<file path="config.mk">
export PLATFORM = sky130hd
export DESIGN_NAME = fp_mult_arbiter
export DESIGN_NICKNAME = d
export VERILOG_FILES = /design/src/rtl/fp_mult_arbiter.sv
export SDC_FILE = /design/constraint.sdc
export NUM_CORES = 2
export LEC_CHECK = 0
export CORE_UTILIZATION = 55
export CTS_CLUSTER_DIAMETER = 50
export DETAILED_ROUTE_END_ITERATION = 6
export DONT_BUFFER_PORTS = 1
export PLACE_DENSITY = 0.7
export SLEW_MARGIN = 5
export SYNTH_ARGS = -nofsm -noshare
export SYNTH_HDL_FRONTEND = slang
export SYNTH_HIERARCHICAL = 1
export SYNTH_SLANG_ARGS = --single-unit
</file>
<file path="constraint.sdc">
create_clock -name clk -period 21.7 [get_ports clk]
set_input_delay 4.34 -clock clk [delete_from_list [all_inputs] [get_ports clk]]
set_output_delay 4.34 -clock clk [all_outputs]
set_load 0.01 [all_outputs]
</file>
<file path="src/rtl/fp_mult_arbiter.sv">
// Round-robin arbiter that shares one single-precision multiplier among NUM_REQ requesters.
// Optional FP_ARB_STATS_EN adds op_count/exc_count handshake statistics ports.
module fp_multiplicator (
  input  logic [31:0] a,
  input  logic [31:0] b,
  output logic [31:0] p,
  output logic        ovf,
  output logic        unf
);
  logic               w_s;
  logic               w_a_zero;
  logic               w_b_zero;
  logic               w_a_spec;
  logic               w_b_spec;
  logic               w_nan;
  logic [47:0]        w_prod;
  logic [22:0]        w_m;
  logic [22:0]        w_mr;
  logic               w_c;
  logic               w_g;
  logic               w_st;
  logic               w_rnd;
  logic signed [10:0] w_e;
  logic signed [10:0] w_e2;

  assign w_s      = a[31] ^ b[31];
  assign w_a_zero = (a[30:23] == 8'h00);
  assign w_b_zero = (b[30:23] == 8'h00);
  assign w_a_spec = (a[30:23] == 8'hFF);
  assign w_b_spec = (b[30:23] == 8'hFF);
  assign w_prod   = {1'b1, a[22:0]} * {1'b1, b[22:0]};
  assign w_e      = $signed({3'b000, a[30:23]})
                  + $signed({3'b000, b[30:23]})
                  - 11'sd127;

  // NaN operands and inf*0 produce the canonical quiet NaN
  assign w_nan = (w_a_spec && (a[22:0] != 23'd0))
              || (w_b_spec && (b[22:0] != 23'd0))
              || (w_a_spec && w_b_zero)
              || (w_b_spec && w_a_zero);

  always_comb begin
    w_m  = w_prod[45:23];
    w_g  = w_prod[22];
    w_st = |w_prod[21:0];
    w_e2 = w_e;
    if (w_prod[47]) begin
      w_m  = w_prod[46:24];
      w_g  = w_prod[23];
      w_st = |w_prod[22:0];
      w_e2 = w_e + 11'sd1;
    end
    w_rnd = w_g & (w_st | w_m[0]);
    {w_c, w_mr} = {1'b0, w_m} + {23'd0, w_rnd};
    if (w_c) w_e2 = w_e2 + 11'sd1;
  end

  always_comb begin
    p   = {w_s, w_e2[7:0], w_mr};
    ovf = 1'b0;
    unf = 1'b0;
    if (w_nan) begin
      p = 32'h7FC0_0000;
    end else if (w_a_spec || w_b_spec) begin
      p = {w_s, 8'hFF, 23'd0};
    end else if (w_a_zero || w_b_zero) begin
      p = {w_s, 31'd0};
    end else if (w_e2 > 11'sd254) begin
      p   = {w_s, 8'hFF, 23'd0};
      ovf = 1'b1;
    end else if (w_e2 < 11'sd1) begin
      p   = {w_s, 31'd0};
      unf = 1'b1;
    end
  end
endmodule

module fp_mult_arbiter #(
  parameter int NUM_REQ     = 4,
  parameter int CALC_CYCLES = 1,
  localparam int ID_W  = (NUM_REQ > 1) ? $clog2(NUM_REQ) : 1,
  localparam int CNT_W = (CALC_CYCLES > 1) ? $clog2(CALC_CYCLES) : 1
) (
  input  logic                  clk,
  input  logic                  reset,
  input  logic [NUM_REQ-1:0]    req_valid,
  output logic [NUM_REQ-1:0]    req_ready,
  input  logic [NUM_REQ*32-1:0] req_a,
  input  logic [NUM_REQ*32-1:0] req_b,
  output logic                  resp_valid,
  input  logic                  resp_ready,
  output logic [ID_W-1:0]       resp_id,
  output logic [31:0]           resp_result,
  output logic                  resp_overflow,
  output logic                  resp_underflow
`ifdef FP_ARB_STATS_EN
  ,
  output logic [31:0]           op_count,
  output logic [31:0]           exc_count
`endif
);
  typedef enum logic [1:0] {
    S_IDLE,
    S_CALC,
    S_RESP
  } state_t;

  state_t           r_state;
  state_t           w_next;
  logic [ID_W-1:0]  r_rr_ptr;
  logic [ID_W-1:0]  r_owner;
  logic [CNT_W-1:0] r_calc_cnt;
  logic [31:0]      r_op_a;
  logic [31:0]      r_op_b;
  logic [ID_W-1:0]  w_gnt;
  logic             w_gnt_vld;
  logic [31:0]      w_sel_a;
  logic [31:0]      w_sel_b;
  logic             w_calc_done;
  logic             w_hs;
  logic [31:0]      w_prod;
  logic             w_ovf;
  logic             w_unf;

  fp_multiplicator u_mul (
    .a   (r_op_a),
    .b   (r_op_b),
    .p   (w_prod),
    .ovf (w_ovf),
    .unf (w_unf)
  );

  // Scan downward so the candidate closest to rr_ptr wins
  always_comb begin
    w_gnt_vld = 1'b0;
    w_gnt     = '0;
    for (int k = NUM_REQ - 1; k >= 0; k--) begin
      if (req_valid[(int'(r_rr_ptr) + k) % NUM_REQ]) begin
        w_gnt_vld = 1'b1;
        w_gnt     = ID_W'((int'(r_rr_ptr) + k) % NUM_REQ);
      end
    end
  end

  always_comb begin
    w_sel_a = '0;
    w_sel_b = '0;
    for (int i = 0; i < NUM_REQ; i++) begin
      if (ID_W'(i) == w_gnt) begin
        w_sel_a = req_a[32*i +: 32];
        w_sel_b = req_b[32*i +: 32];
      end
    end
  end

  assign w_calc_done = (r_state == S_CALC)
                    && (r_calc_cnt == CNT_W'(CALC_CYCLES - 1));
  assign w_hs = (r_state == S_RESP) && resp_ready;

  always_ff @(posedge clk) begin
    if (reset) r_state <= S_IDLE;
    else       r_state <= w_next;
  end

  always_comb begin
    w_next = r_state;
    unique case (r_state)
      S_IDLE: if (w_gnt_vld)   w_next = S_CALC;
      S_CALC: if (w_calc_done) w_next = S_RESP;
      S_RESP: if (resp_ready)  w_next = S_IDLE;
      default:                 w_next = S_IDLE;
    endcase
  end

  always_comb begin
    req_ready  = '0;
    resp_valid = (r_state == S_RESP);
    if ((r_state == S_IDLE) && w_gnt_vld) req_ready[w_gnt] = 1'b1;
  end

  always_ff @(posedge clk) begin
    if (reset) begin
      r_rr_ptr       <= '0;
      r_owner        <= '0;
      r_calc_cnt     <= '0;
      r_op_a         <= '0;
      r_op_b         <= '0;
      resp_id        <= '0;
      resp_result    <= '0;
      resp_overflow  <= 1'b0;
      resp_underflow <= 1'b0;
    end else begin
      if ((r_state == S_IDLE) && w_gnt_vld) begin
        r_op_a     <= w_sel_a;
        r_op_b     <= w_sel_b;
        r_owner    <= w_gnt;
        r_calc_cnt <= '0;
        if (w_gnt == ID_W'(NUM_REQ - 1)) r_rr_ptr <= '0;
        else                             r_rr_ptr <= w_gnt + 1'b1;
      end
      if (r_state == S_CALC) begin
        if (w_calc_done) begin
          resp_result    <= w_prod;
          resp_overflow  <= w_ovf;
          resp_underflow <= w_unf;
          resp_id        <= r_owner;
        end else begin
          r_calc_cnt <= r_calc_cnt + 1'b1;
        end
      end
    end
  end

`ifdef FP_ARB_STATS_EN
  always_ff @(posedge clk) begin
    if (reset) begin
      op_count  <= '0;
      exc_count <= '0;
    end else if (w_hs) begin
      op_count <= op_count + 32'd1;
      if (resp_overflow || resp_underflow) exc_count <= exc_count + 32'd1;
    end
  end
`else
  logic w_unused;
  assign w_unused = w_hs;
`endif
endmodule

</file>
# == After elaboration in Yosys (flattened, before gate mapping) ==
# Cells that the tools add are included.
# W data, S select, Z words.
# word_totals
regBits,107
inputBits,263
output_inout_bits,41
# classes
eq_ne,11
bitwise_logic,7
n_addsub,10
mux,57
n_mul,1
magnitude_cmp,8
n_reduce_logical,25
# ops
cell,n
$mux W32,9
$mux W31,4
$mul A24 B24 Y48,1
$reduce_bool A23 Y1,2
$mux W1,26
$add A23 B1 Y24,1
$mux W23,1
$reduce_or A23 Y1,1
$add A11 B2 Y11 const B,2
$mux W11,2
$reduce_or A22 Y1,1
$eq A8 B8 Y1 const B,2
$logic_not A8 Y1,2
$mux W2,8
$lt A3 B4 Y1 const B,3
$gt A11 B9 Y1 const B,1
$lt A11 B2 Y1 const B,1
$sub A11 B8 Y11 const B,1
$add A8 B8 Y9,1
$bmux W1 S2,4
$logic_and A1 B1 Y1,7
$lt A2 B3 Y1 const B,2
$pmux W2 S3,1
$reduce_or A2 Y1,3
21 further kinds,33

# == Longest topological paths before layout ==
# depth
ltp_word,15
ltp_mapped,43
mapped_depth_nobuf,37

# == By module ==
# The synthesis kept the hierarchy.
# modules_own_cells
module,seq_area_each_um2,area_per_inst_um2,n_inst,cells_per_inst
fp_multiplicator,0.0,22449.0,1,2720
fp_mult_arbiter,2142.1,5999.5,1,719

# == Worst setup path before layout ==
# OpenSTA, ideal clock, no wires.
# synth_timing
path_type,input port to output port
startpoint,input port req_valid[1]
endpoint,output port req_ready[3]
path_stages,8
arrival_ps,5749
required_time_ps,17360
setup_slack_ps,11611
path_cell_list,nand2b_1 > a21oi_1 > o32ai_1 > inv_1 > ha_1 > buf_2 > clkbuf_1 > and2_1
# synth_between
elab_chain_cells,12
# synth_rtl
item,line_no,text
start: declaration,86,"input logic [NUM_REQ-1:0] req_valid,"
$bmux W1 S2,138,if (req_valid[(int'(r_rr_ptr) + k) % NUM_REQ]) begin
$mux W1 (implied by the code) (2 in a row),138,
$mux W2 (3 in a row),138,
$mux W2 (*),138,
net w_gnt[1],115,logic [ID_W-1:0] w_gnt;
$lt A2 B3 Y1 (implied by the code) or $ge A2 B1 Y1 (tied branches),178,if ((r_state == S_IDLE) && w_gnt_vld) req_ready[w_gnt] = 1'b1;
$logic_and A1 B1 Y1 (implied by the code),178,
$mux W1 (implied by the code),178,
$demux W1 S2 (*),178,
$mux W4 (*),178,
end: declaration,87,"output logic [NUM_REQ-1:0] req_ready,"
# Mark *: on every way through the listed nets, which the timed path passes. The rest lies on a longest branch. The select of a mux whose other input is x is not followed.

# == Final worst setup path ==
# layout_timing
startpoint,register r_op_a[11]
endpoint,register resp_result[0]
# layout_between
elab_chain_cells,13
# layout_rtl
item,line_no,text
start: declaration,113,logic [31:0] r_op_a;
start signal: assignment,194,r_op_a <= w_sel_a;
$mul A24 B24 Y48,31,"assign w_prod = {1'b1, a[22:0]} * {1'b1, b[22:0]};"
$reduce_or A23 Y1 or $reduce_or A22 Y1 (tied branches),"50, 45",
$mux W1,47,if (w_prod[47]) begin
$or A1 B1 Y1,53,w_rnd = w_g & (w_st | w_m[0]);
$and A1 B1 Y1,53,
$add A23 B1 Y24,54,"{w_c, w_mr} = {1'b0, w_m} + {23'd0, w_rnd};"
$mux W11,55,if (w_c) w_e2 = w_e2 + 11'sd1;
$lt A11 B2 Y1,71,end else if (w_e2 < 11'sd1) begin
$mux W31,71,
$mux W31,68,end else if (w_e2 > 11'sd254) begin
$mux W31,66,end else if (w_a_zero || w_b_zero) begin
$mux W31,64,end else if (w_a_spec || w_b_spec) begin
$mux W32 (*),62,if (w_nan) begin
net w_prod[0],121,logic [31:0] w_prod;
end signal: assignment,203,resp_result <= w_prod;
end: declaration,93,"output logic [31:0] resp_result,"
# Mark *: on every way through the listed nets, which the timed path passes. The rest lies on a longest branch.
# A chain may end at the register's enable or synchronous reset.

==> flow_metrics.tcl <==
set metrics [dict create \
    synth_edf_count 0 \
    postLayoutCoreUtil 0.576 \
    yosys_register_bits 107 \
    required_ps 21990 \
    worstPathArrival_ps 11610 \
    die_w_um 229 \
    globalRouteMet3Util 0.0712 \
    slowest_delay_ps 1070 \
    ys_types 93 \
    fin_worst_skew_ps 18.3 \
    synth_area_um2 28400 \
    drive_gt1_frac 0.0531 \
    wl_um 89000 \
    dp_slack_ps 10620 \
    fp.dieH_um 229 \
    clk_path_buf_depth 2 \
    hp-class "register to register" \
    startpoint_type "register" \
    ios 304 \
    post-dp-hpwl_um 70200 \
    yosysMostFrequentCell "inv_1" \
    clkTransAtPathRegs_ps 80 \
    drt_iter0_drc 1962 \
    wire_per_inst_um 22.4 \
    grt_max_degree 110 \
    synth_area_per_cell_um2 8.27 \
    synth_top_area_frac 0.340 \
    grt_usage 0.344 \
    synthTopCellsByCount "609 x inv_1, 497 x nand2_1, 483 x fa_1" \
    maxSlewHeadroom 0.178 \
    vias 24200 \
    fin_ws_ps 10380 \
    ant_nets 0 \
    antenna_found_initial 11 \
    port_buffers 0 \
    synth.largest_area_cell "fa_1" \
    grt_use_met1 0.423 \
    worst_pin_slew_ps 1230 \
    run_status "completed" \
    yosysSeqAreaShare 0.0753 \
    clk_latency_ps 410 \
    cpMostUsedCell "inv_1" \
    coreArea_um2 50600 \
    rsz0062_at_grt "no" \
    initial_utilization 0.562 \
    route.detailed.drc 0 \
    period_needed_ps 11320 \
    fp-row-count 82 \
    syn_inst 3439 \
    hold_viol_final 0 \
    async_reset_ff_frac 0 \
    cts_buffers 9 \
    cts_setup_buffers 0 \
    top_usage_layer "met2" \
    grt_pass1_vias 25300 \
    yosys_warnings 6 \
    synth_top_cells_by_area "fa_1 34%, ha_1 8.6%, inv_1 8.0%" \
    tns_ps 0 \
    cts-root-buf "clkbuf_16" \
    grt_util_met2 0.572 \
    slew_violations 0 \
    routed_via_density 6.09 \
    setup_violations 0 \
    postCtsHoldBufs 0 \
    critPathKind "register to register" \
    drv_cap 0 \
    cts.sinks 107 \
    h-tree-depth 3 \
    area_growth_pct 2.38 \
    worstSetupEndpointType "register" \
    gp_congestion 1.03 \
    cp_slowest_cell "dfxtp_1" \
    cp_max_fo 32 \
    final_net_count 4234 \
    postCtsResizedCells 0 \
    grt_first_pass_wirelength_um 139000 \
    synth_fp_nets 4380 \
    period_share 0.522 \
    fmax_ghz 0.0883 \
    die-area_um2 52600 \
    grt_overflow 0 \
    firstDrtPassIters 6 \
    ys.flop_type "dfxtp_1" \
    cts_tree "yes" \
]
## per-layer routing
metal / vias to the layer above / part of all wire / wire (µm)
met5: - / 0.0014 / 126
met4: 12 / 0.052 / 4610
met2: 1107 / 0.48 / 42300
li1: 10700 / - / -
met3: 248 / 0.081 / 7240
met1: 12200 / 0.39 / 34700
## placed cells by master (no fill, tap or decap), types with 49 or more instances in the layout
master and instances:
a21oi_1 121, a221oi_1 66, and2_1 252, buf_4 51, dfxtp_1 107, fa_1 483, ha_1 192, inv_1 609
nand2_1 497, nor2_1 188, nor2b_1 72, nor3_1 49, nor3_2 60, o311a_1 63, xnor2_1 72
## final timing paths
| kind | from | to | slack [ps] | cells after the start |
|---|---|---|---|---|
| min reg2reg | r_owner[0]$_SDFFE_PP0N_ | resp_id[0]$_SDFFE_PP0P_ | 490 | 2 |
| min | r_owner[0]$_SDFFE_PP0N_ | resp_id[0]$_SDFFE_PP0P_ | 490 | 2 |
| max | r_op_a[11]$_SDFFE_PP0N_ | resp_result[0]$_SDFFE_PP0P_ | 10380 | 38 |
| max reg2reg | r_op_a[11]$_SDFFE_PP0N_ | resp_result[0]$_SDFFE_PP0P_ | 10380 | 38 |
## registers in the layout (all words and copies together), names as in the netlist
signal	flops
resp_id	2
r_owner	2
r_rr_ptr	2
r_op_a	32
r_calc_cnt	1
r_op_b	32
resp_overflow	1
resp_result	32
resp_underflow	1
r_state	2
## logic make-up after synthesis
group / count (synthesis) / synth area share
adder cells (fa/ha/maj): 678 / 0.426
flip-flops: 107 / 0.0753
AO/OA/AOI/OAI: 458 / 0.121
XOR/XNOR: 99 / 0.0311
multiplexers: 14 / 0.00545
AND/OR/NAND/NOR: 1263 / 0.229
buffers and inverters: 820 / 0.113
## cell type report
type	instances	area, µm²
clock buffers	9	225
well taps	672	841
inverters	612	2300
multi-input cells	2512	23200
repair buffers	51	383
clock inverters	7	72.6
fillers	4576	21500
flip-flops and latches	107	2140
diodes	5	12.5
## worst max-delay path: cells and delay by family, from the launching register on
kind / cells / cell delay [ps]
xor+xnor: 2 / 410
mux: 1 / 210
flops: 1 / 1070
simple gates: 6 / 810
buf+inv: 10 / 870
fa+ha+maj: 9 / 4220
compound gates: 10 / 3560
## per-stage QoR
stage / hold WS, ps / instance area [µm²] / std cells
after floorplan: 427 / 28400 / 3439
after global placement: 482 / 28800 / 3954
after detailed placement: 483 / 28800 / 3954
after CTS: 503 / 29100 / 3970
after global routing: 520 / 29100 / 3973
final: 493 / 29100 / 3975
Power is left out: the tool's default activity adds up to more than one toggle a clock period on the data nets, which glitch-free logic cannot reach.
